**src/rtl/maze_episode_ctrl.sv**
```systemverilog
// -----------------------------------------------------------------------------
// maze_episode_ctrl
//
// Purpose:
//   Moves one reinforcement-learning agent through a GRID_W x GRID_H maze, one
//   action at a time. Each action comes from the policy over a valid/ready
//   handshake. The controller works out the target cell, reads its type from
//   the maze map, and resolves the step: it moves the agent or bumps it back,
//   then assigns the reward. It reports each step and finishes the episode on
//   goal, trap or step limit.
//
// Ports:
//   clk, rst_n        clock and asynchronous active-low reset
//   start, abort      episode control (start only in IDLE, abort always)
//   action_valid/_ready, action   policy handshake (0 up,1 right,2 down,3 left)
//   map_rd_en/_addr, map_rd_data  maze map read port (data 1 cycle after en)
//   current_state     agent cell index (row*GRID_W + col)
//   step_valid, reward            per-step pulse and signed reward
//   episode_done, end_cause       end-of-episode pulse (0 goal,1 trap,2 timeout)
//   busy, step_count, episode_count   status
//
// Timing: an action accepted in cycle T gives step_valid in cycle T+3 for every
// outcome (WAIT_ACT -> CALC -> READ -> REPORT).
// -----------------------------------------------------------------------------
module maze_episode_ctrl #(
    parameter int GRID_W      = 5,
    parameter int GRID_H      = 5,
    parameter int START_STATE = 0,
    parameter int MAX_STEPS   = 64,
    parameter int R_STEP      = -1,
    parameter int R_WALL      = -5,
    parameter int R_GOAL      = 100,
    parameter int R_TRAP      = -100
) (
    input  logic        clk,
    input  logic        rst_n,
    input  logic        start,
    input  logic        abort,
    input  logic        action_valid,
    output logic        action_ready,
    input  logic [1:0]  action,
    output logic        map_rd_en,
    output logic [4:0]  map_rd_addr,
    input  logic [3:0]  map_rd_data,
    output logic [6:0]  current_state,
    output logic        step_valid,
    output logic [7:0]  reward,
    output logic        episode_done,
    output logic [1:0]  end_cause,
    output logic        busy,
    output logic [7:0]  step_count,
    output logic [15:0] episode_count
);

    typedef enum logic [2:0] {
        IDLE     = 3'd0,
        WAIT_ACT = 3'd1,
        CALC     = 3'd2,
        READ     = 3'd3,
        REPORT   = 3'd4
    } state_t;

    localparam logic [6:0] GRID_W_L  = 7'(GRID_W);
    localparam logic [6:0] LAST_COL  = 7'(GRID_W - 1);
    localparam logic [6:0] LAST_ROW  = 7'(GRID_H - 1);
    localparam logic [6:0] START_CS  = 7'(START_STATE);
    localparam logic [6:0] START_ROW = 7'(START_STATE / GRID_W);
    localparam logic [6:0] START_COL = 7'(START_STATE % GRID_W);
    localparam logic [7:0] MAX_L     = 8'(MAX_STEPS);

    localparam logic [7:0] R_STEP_B = 8'(R_STEP);
    localparam logic [7:0] R_WALL_B = 8'(R_WALL);
    localparam logic [7:0] R_GOAL_B = 8'(R_GOAL);
    localparam logic [7:0] R_TRAP_B = 8'(R_TRAP);

    localparam logic [3:0] CELL_WALL = 4'd2;
    localparam logic [3:0] CELL_GOAL = 4'd3;
    localparam logic [3:0] CELL_TRAP = 4'd4;

    localparam logic [1:0] CAUSE_GOAL    = 2'd0;
    localparam logic [1:0] CAUSE_TRAP    = 2'd1;
    localparam logic [1:0] CAUSE_TIMEOUT = 2'd2;

    state_t     state_reg;
    logic [6:0] row_reg, col_reg;
    logic [6:0] cand_row_reg, cand_col_reg, cand_state_reg;
    logic       bump_reg;

    // Candidate cell, evaluated from the live action so the map read can be
    // issued during CALC and the fixed three-cycle latency holds.
    logic [6:0] cand_row, cand_col, cand_state;
    logic       cand_in_grid;

    always_comb begin
        cand_row     = row_reg;
        cand_col     = col_reg;
        cand_in_grid = 1'b0;
        case (action)
            2'd0: if (row_reg != 7'd0)   begin cand_row = row_reg - 7'd1; cand_in_grid = 1'b1; end
            2'd1: if (col_reg < LAST_COL) begin cand_col = col_reg + 7'd1; cand_in_grid = 1'b1; end
            2'd2: if (row_reg < LAST_ROW) begin cand_row = row_reg + 7'd1; cand_in_grid = 1'b1; end
            default: if (col_reg != 7'd0) begin cand_col = col_reg - 7'd1; cand_in_grid = 1'b1; end
        endcase
        cand_state = cand_row * GRID_W_L + cand_col;
    end

    // Step resolution from the map data returned in READ.
    logic       res_move, res_terminal;
    logic [7:0] res_reward;
    logic [1:0] res_cause;
    logic [7:0] step_inc;

    always_comb begin
        res_move     = 1'b1;
        res_terminal = 1'b0;
        res_reward   = R_STEP_B;
        res_cause    = CAUSE_TIMEOUT;
        if (bump_reg || map_rd_data == CELL_WALL) begin
            res_move   = 1'b0;
            res_reward = R_WALL_B;
        end else if (map_rd_data == CELL_GOAL) begin
            res_terminal = 1'b1;
            res_reward   = R_GOAL_B;
            res_cause    = CAUSE_GOAL;
        end else if (map_rd_data == CELL_TRAP) begin
            res_terminal = 1'b1;
            res_reward   = R_TRAP_B;
            res_cause    = CAUSE_TRAP;
        end
    end

    assign step_inc = step_count + 8'd1;

    always_ff @(posedge clk or negedge rst_n) begin
        if (!rst_n) begin
            state_reg      <= IDLE;
            row_reg        <= START_ROW;
            col_reg        <= START_COL;
            cand_row_reg   <= 7'd0;
            cand_col_reg   <= 7'd0;
            cand_state_reg <= 7'd0;
            bump_reg       <= 1'b0;
            current_state  <= START_CS;
            action_ready   <= 1'b0;
            map_rd_en      <= 1'b0;
            map_rd_addr    <= 5'd0;
            step_valid     <= 1'b0;
            reward         <= 8'd0;
            episode_done   <= 1'b0;
            end_cause      <= 2'd0;
            busy           <= 1'b0;
            step_count     <= 8'd0;
            episode_count  <= 16'd0;
        end else begin
            step_valid   <= 1'b0;
            episode_done <= 1'b0;
            if (abort) begin
                // Any in-flight step is dropped: no pulses, counters untouched.
                state_reg    <= IDLE;
                action_ready <= 1'b0;
                map_rd_en    <= 1'b0;
                busy         <= 1'b0;
            end else begin
                case (state_reg)
                    IDLE: begin
                        if (start) begin
                            current_state <= START_CS;
                            row_reg       <= START_ROW;
                            col_reg       <= START_COL;
                            step_count    <= 8'd0;
                            busy          <= 1'b1;
                            action_ready  <= 1'b1;
                            state_reg     <= WAIT_ACT;
                        end
                    end
                    WAIT_ACT: begin
                        if (action_valid) begin
                            action_ready   <= 1'b0;
                            cand_row_reg   <= cand_row;
                            cand_col_reg   <= cand_col;
                            cand_state_reg <= cand_state;
                            bump_reg       <= !cand_in_grid;
                            map_rd_en      <= cand_in_grid;
                            map_rd_addr    <= cand_in_grid ? cand_state[4:0] : 5'd0;
                            state_reg      <= CALC;
                        end
                    end
                    CALC: begin
                        map_rd_en <= 1'b0;
                        state_reg <= READ;
                    end
                    READ: begin
                        if (res_move) begin
                            row_reg       <= cand_row_reg;
                            col_reg       <= cand_col_reg;
                            current_state <= cand_state_reg;
                        end
                        reward     <= res_reward;
                        step_valid <= 1'b1;
                        step_count <= step_inc;
                        // Terminal outcome outranks the step limit for end_cause.
                        if (res_terminal || step_inc == MAX_L) begin
                            episode_done  <= 1'b1;
                            end_cause     <= res_cause;
                            episode_count <= episode_count + 16'd1;
                        end
                        state_reg <= REPORT;
                    end
                    REPORT: begin
                        if (episode_done) begin
                            busy      <= 1'b0;
                            state_reg <= IDLE;
                        end else begin
                            action_ready <= 1'b1;
                            state_reg    <= WAIT_ACT;
                        end
                    end
                    default: begin
                        state_reg    <= IDLE;
                        busy         <= 1'b0;
                        action_ready <= 1'b0;
                        map_rd_en    <= 1'b0;
                    end
                endcase
            end
        end
    end

endmodule

```
**config.mk**
```make
export PLATFORM = sky130hd
export DESIGN_NAME = maze_episode_ctrl
export DESIGN_NICKNAME = d
export VERILOG_FILES = /design/src/rtl/maze_episode_ctrl.sv
export SDC_FILE = /design/constraint.sdc
export NUM_CORES = 1
export LEC_CHECK = 0
export CORE_ASPECT_RATIO = 0.9
export CORE_MARGIN = 2
export CORE_UTILIZATION = 40
export DETAILED_ROUTE_END_ITERATION = 8
export GPL_TIMING_DRIVEN = 0
export PLACE_DENSITY = 0.6
export SYNTH_ARGS = -nofsm -noshare
export SYNTH_HDL_FRONTEND = slang
export SYNTH_SLANG_ARGS = --single-unit
export TNS_END_PERCENT = 10
```
**constraint.sdc**
```tcl
create_clock -name clk -period 3.2 [get_ports clk]
set_clock_uncertainty 0.05 [all_clocks]
set_input_delay 0.64 -clock clk [delete_from_list [all_inputs] [get_ports clk]]
set_output_delay 0.64 -clock clk [all_outputs]
set_load 0.05 [all_outputs]
```
==> reports/metrics.csv <==
stage;metric;value;unit
yosys;synthesis.instances;495;
clock_network;clock_tree.buffer_depth;2;
detailed_routing;route.met2.wl;5370;µm
placed_design;pre_cts_slack;-0.545;ns
run_status;outcome;complete, but fails checks;
power_and_ir_drop;power.ir.vdd_worst;447;µV
detailed_routing;via_count;3859;
detailed_routing;final_antenna_net_count;0;
run_status;failed_checks;setup timing;
yosys;synthFlopType;sky130_fd_sc_hd__dfrtp_1;
floorplan;pin_count;62;
yosys;yosys.area.top_type;sky130_fd_sc_hd__dfrtp_1;
sta;finalMaxSlewViolations;0;
yosys;synth.top_cells.by_area;sky130_fd_sc_hd__dfrtp_1 46%, sky130_fd_sc_hd__nand2_1 7.5%, sky130_fd_sc_hd__o21ai_0 5.5%, sky130_fd_sc_hd__ha_1 5.1%, sky130_fd_sc_hd__mux2_2 2.6%;
critical_path;crit_path_start_kind;flop;
yosys;ys_top_cells_by_count;94 x sky130_fd_sc_hd__nand2_1, 86 x sky130_fd_sc_hd__dfrtp_1, 51 x sky130_fd_sc_hd__o21ai_0;
critical_path;critical_path.max_fanout;7;
min_path;holdCritPathClass;in -> async;
critical_path;worst-endpoint-required;3.37;ns
grt;first_pass_grt_wire_length;19500;µm
yosys;syn-mean-instance-area;9.46;µm²
clock_network;htree_num_levels;3;
floorplan;die_width;118;µm
sta;post-route-period-util;111;%
critical_path;reg2reg_slack;-0.35;ns
grt;global_route.usage.total;19.5;%
cells_and_area;nets;612;
sta;final.setup.worst_slack;-0.348;ns
yosys;synthesis.nets;529;
placed_design;place.detailed.hpwl;8190;µm
cells_and_area;fillers;1041;
floorplan;core;0.0114;mm²
critical_path;worstSetupPathDepth;15;
clock_network;clkSlewWorstSetupHoldPaths;0.06;ns
placed_design;post-place-cells;711;
cells_and_area;max_flop_register;episode_count;
yosys;async_reset_ff_share;100;%
power_and_ir_drop;internal-power;2270;µW
yosys;synth_area;0.00468;mm²
grt;grt_start_max_net_pins;66;
detailed_routing;met3WireLength;425;µm
critical_path;critical-path-max-stage-delay;0.53;ns
critical_path;critical_path_data_arrival_time;3.72;ns
yosys;synth-edff-count;0;
power_and_ir_drop;p_sw;980;µW
power_and_ir_drop;swShare;30.2;%
yosys;synth_top_area_share;46.0;%
cells_and_area;drive_above_1_share;14.8;%
cells_and_area;post_layout_nonfiller_instances;739;
sta;finalSetupViolations;8;
power_and_ir_drop;power-per-cell-area;530;mW/mm²
detailed_routing;length_of_the_first_detailed_routing_pass_in_iterations;4;
power_and_ir_drop;seqPwrFrac;39.8;%
critical_path;critical_path.slowest_cell;sky130_fd_sc_hd__fa_2;
power_and_ir_drop;p_comb_share;22.4;%
floorplan;floorplan.initialDensity;40.9;%
sta;max_freq;0.282;GHz
detailed_routing;topRoutingLayerUsed;met4;
detailed_routing;routedWlPerCell;15.9;µm
floorplan;die_area;0.0126;mm²
cells_and_area;max_ffs_per_register;16;
sta;hold_ws;0.131;ns
critical_path;worst-setup-path-type;reg -> reg;
clock_network;tritoncts;done;
cells_and_area;antenna-diode-count;0;
sta;finalWorstPathRequiredPeriod;3.55;ns
clock_network;cts_hold_buf;0;
flow_run;maxCapViolCount;0;
detailed_routing;drcViolationCount;0;
sta;grt_setup_unrepaired;yes;
power_and_ir_drop;clockPowerShare;37.7;%
critical_path;worstSetupEndpointType;flop;
grt;antenna_found_initial;0;
critical_path;cp_cell_sequence;or3_4, nor3_4, buf_6, buf_4, a21oi_1, o31ai_2, o41ai_2, ha_1, inv_2, fa_2, inv_1, ha_4, a21oi_2, xnor2_1, o21ai_1;
floorplan;die_h;107;µm
placed_design;postPlaceCellArea;0.00555;mm²
grt;grt_overflow;0;
grt;grt_pass1_vias;3763;
yosys;synth.yosys.seq_area_share;46.0;%
placed_design;place.port_buffers;59;
sta;hold_viol;0;
detailed_routing;wl_met1;5800;µm
detailed_routing;first_iter_violations;197;
detailed_routing;wl;11700;µm
clock_network;number_of_cts_inserted_buffers;9;
yosys;yosysMostFrequentCell;sky130_fd_sc_hd__nand2_1;
power_and_ir_drop;cellLeakagePower;0.00278;µW
clock_network;tritoncts_num_sinks;86;
sta;slew-limit-headroom;58.1;%
clock_network;clkLatencyLatePin;0.34;ns
floorplan;rows;37;
placed_design;place.gp.congestion;0.814;
critical_path;ff2ff_path_depth;15;
yosys;yosysUniqueCellTypes;57;
cells_and_area;largest_registers;episode_count (16), step_count (8);
detailed_routing;routed_via_density;5.22;
yosys;yosys_register_bits;86;
cells_and_area;finalInstanceArea;0.00612;mm²
yosys;synth-warning-count;0;
critical_path;crit_path_leading_delay_family;adder cells;
clock_network;clock-root-buffer;sky130_fd_sc_hd__clkbuf_16;
sta;worst-slew-pin-transition;0.622;ns
critical_path;cp_num_buf_inv;4;
cells_and_area;syn_to_final_growth;30.8;%
==> power groups by stage <==
stage          clock network (µW)  registers (µW)  logic [µW]
2_1_floorplan                   0            1470         304
3_3_place_gp                    0            1310         695
3_5_place_dp                    0            1310         710
4_1_cts                      1240            1290         725
5_1_grt                      1290            1310         783
6_report                     1220            1290         728
==> routing by layer <==
layer | track usage, % | vias to the layer above
met5 | 0 | -
met4 | 5.77 | 0
met3 | 4.04 | 12
met2 | 30.4 | 66
met1 | 27.6 | 1887
li1 | - | 1894
==> worst paths after layout <==
path | startpoint | end
setup / recovery | row_reg[5] | cand_state_reg[6]
hold / removal | rst_n | episode_count[8]
setup reg to reg | row_reg[5] | cand_state_reg[6]
hold reg to reg | episode_count[15] | episode_count[15]
max in group asynchronous | rst_n | col_reg[4]
min in group clk | episode_count[15] | episode_count[15]
==> repair_timing <==
action	4_1_cts	5_1_grt
gates resized for setup	14	12
cloned	0	0
pin swaps	11	17
endpoints found under the setup margin	8	8
buffers inserted	8	4
==> final cells by class <==
type	count	area [µm²]	share of cell area (%)
Clock buffer	10	239	3.90
Clock inverter	6	109	1.78
Buffer	26	131	2.15
Timing Repair Buffer	72	709	11.6
Tap cell	156	195	3.19
Sequential cell	86	2150	35.1
Inverter	22	82.6	1.35
Multi-Input combinational cell	361	2510	40.9
==> cells in the final DEF (no fill, tap or decap), types with 7 or more instances in the layout <==
cell                               n
sky130_fd_sc_hd__a211oi_1          8
sky130_fd_sc_hd__a21oi_1          10
sky130_fd_sc_hd__buf_4            16
sky130_fd_sc_hd__clkbuf_1         17
sky130_fd_sc_hd__clkbuf_16         9
sky130_fd_sc_hd__clkdlybuf4s50_1  58
sky130_fd_sc_hd__dfrtp_1          86
sky130_fd_sc_hd__ha_1             12
sky130_fd_sc_hd__inv_1            21
sky130_fd_sc_hd__mux2_2           11
sky130_fd_sc_hd__nand2_1          93
sky130_fd_sc_hd__nand3_1          16
sky130_fd_sc_hd__nor2_1           25
sky130_fd_sc_hd__nor3_1            7
sky130_fd_sc_hd__o21ai_0          48
sky130_fd_sc_hd__xnor2_1           8
sky130_fd_sc_hd__xor2_1           14
==> kinds of logic (layout without fill, tap and decap cells) <==
group	count (synthesis)	in the layout	share of synthesized area, %
xor+xnor	24	24	4.78
compound gates	118	118	16.3
buf+inv	48	136	4.44
fa+ha+maj	23	23	6.79
simple gates	181	181	18.0
flops	86	86	46.0
mux	15	15	3.77
==> stage by stage <==
step / TNS [ns] / total power (µW) / utilization [%]
2_1_floorplan: -0.230 / 1770 / -
3_3_place_gp: -152.24 / 2000 / 48.4
6_report: -1.54 / 3250 / 53.6
5_1_grt: -2.76 / 3390 / 53.6
3_5_place_dp: -3.07 / 2020 / 48.6
4_1_cts: -1.04 / 3260 / 52.8
No activity file was read; power rests on OpenSTA's default activity.
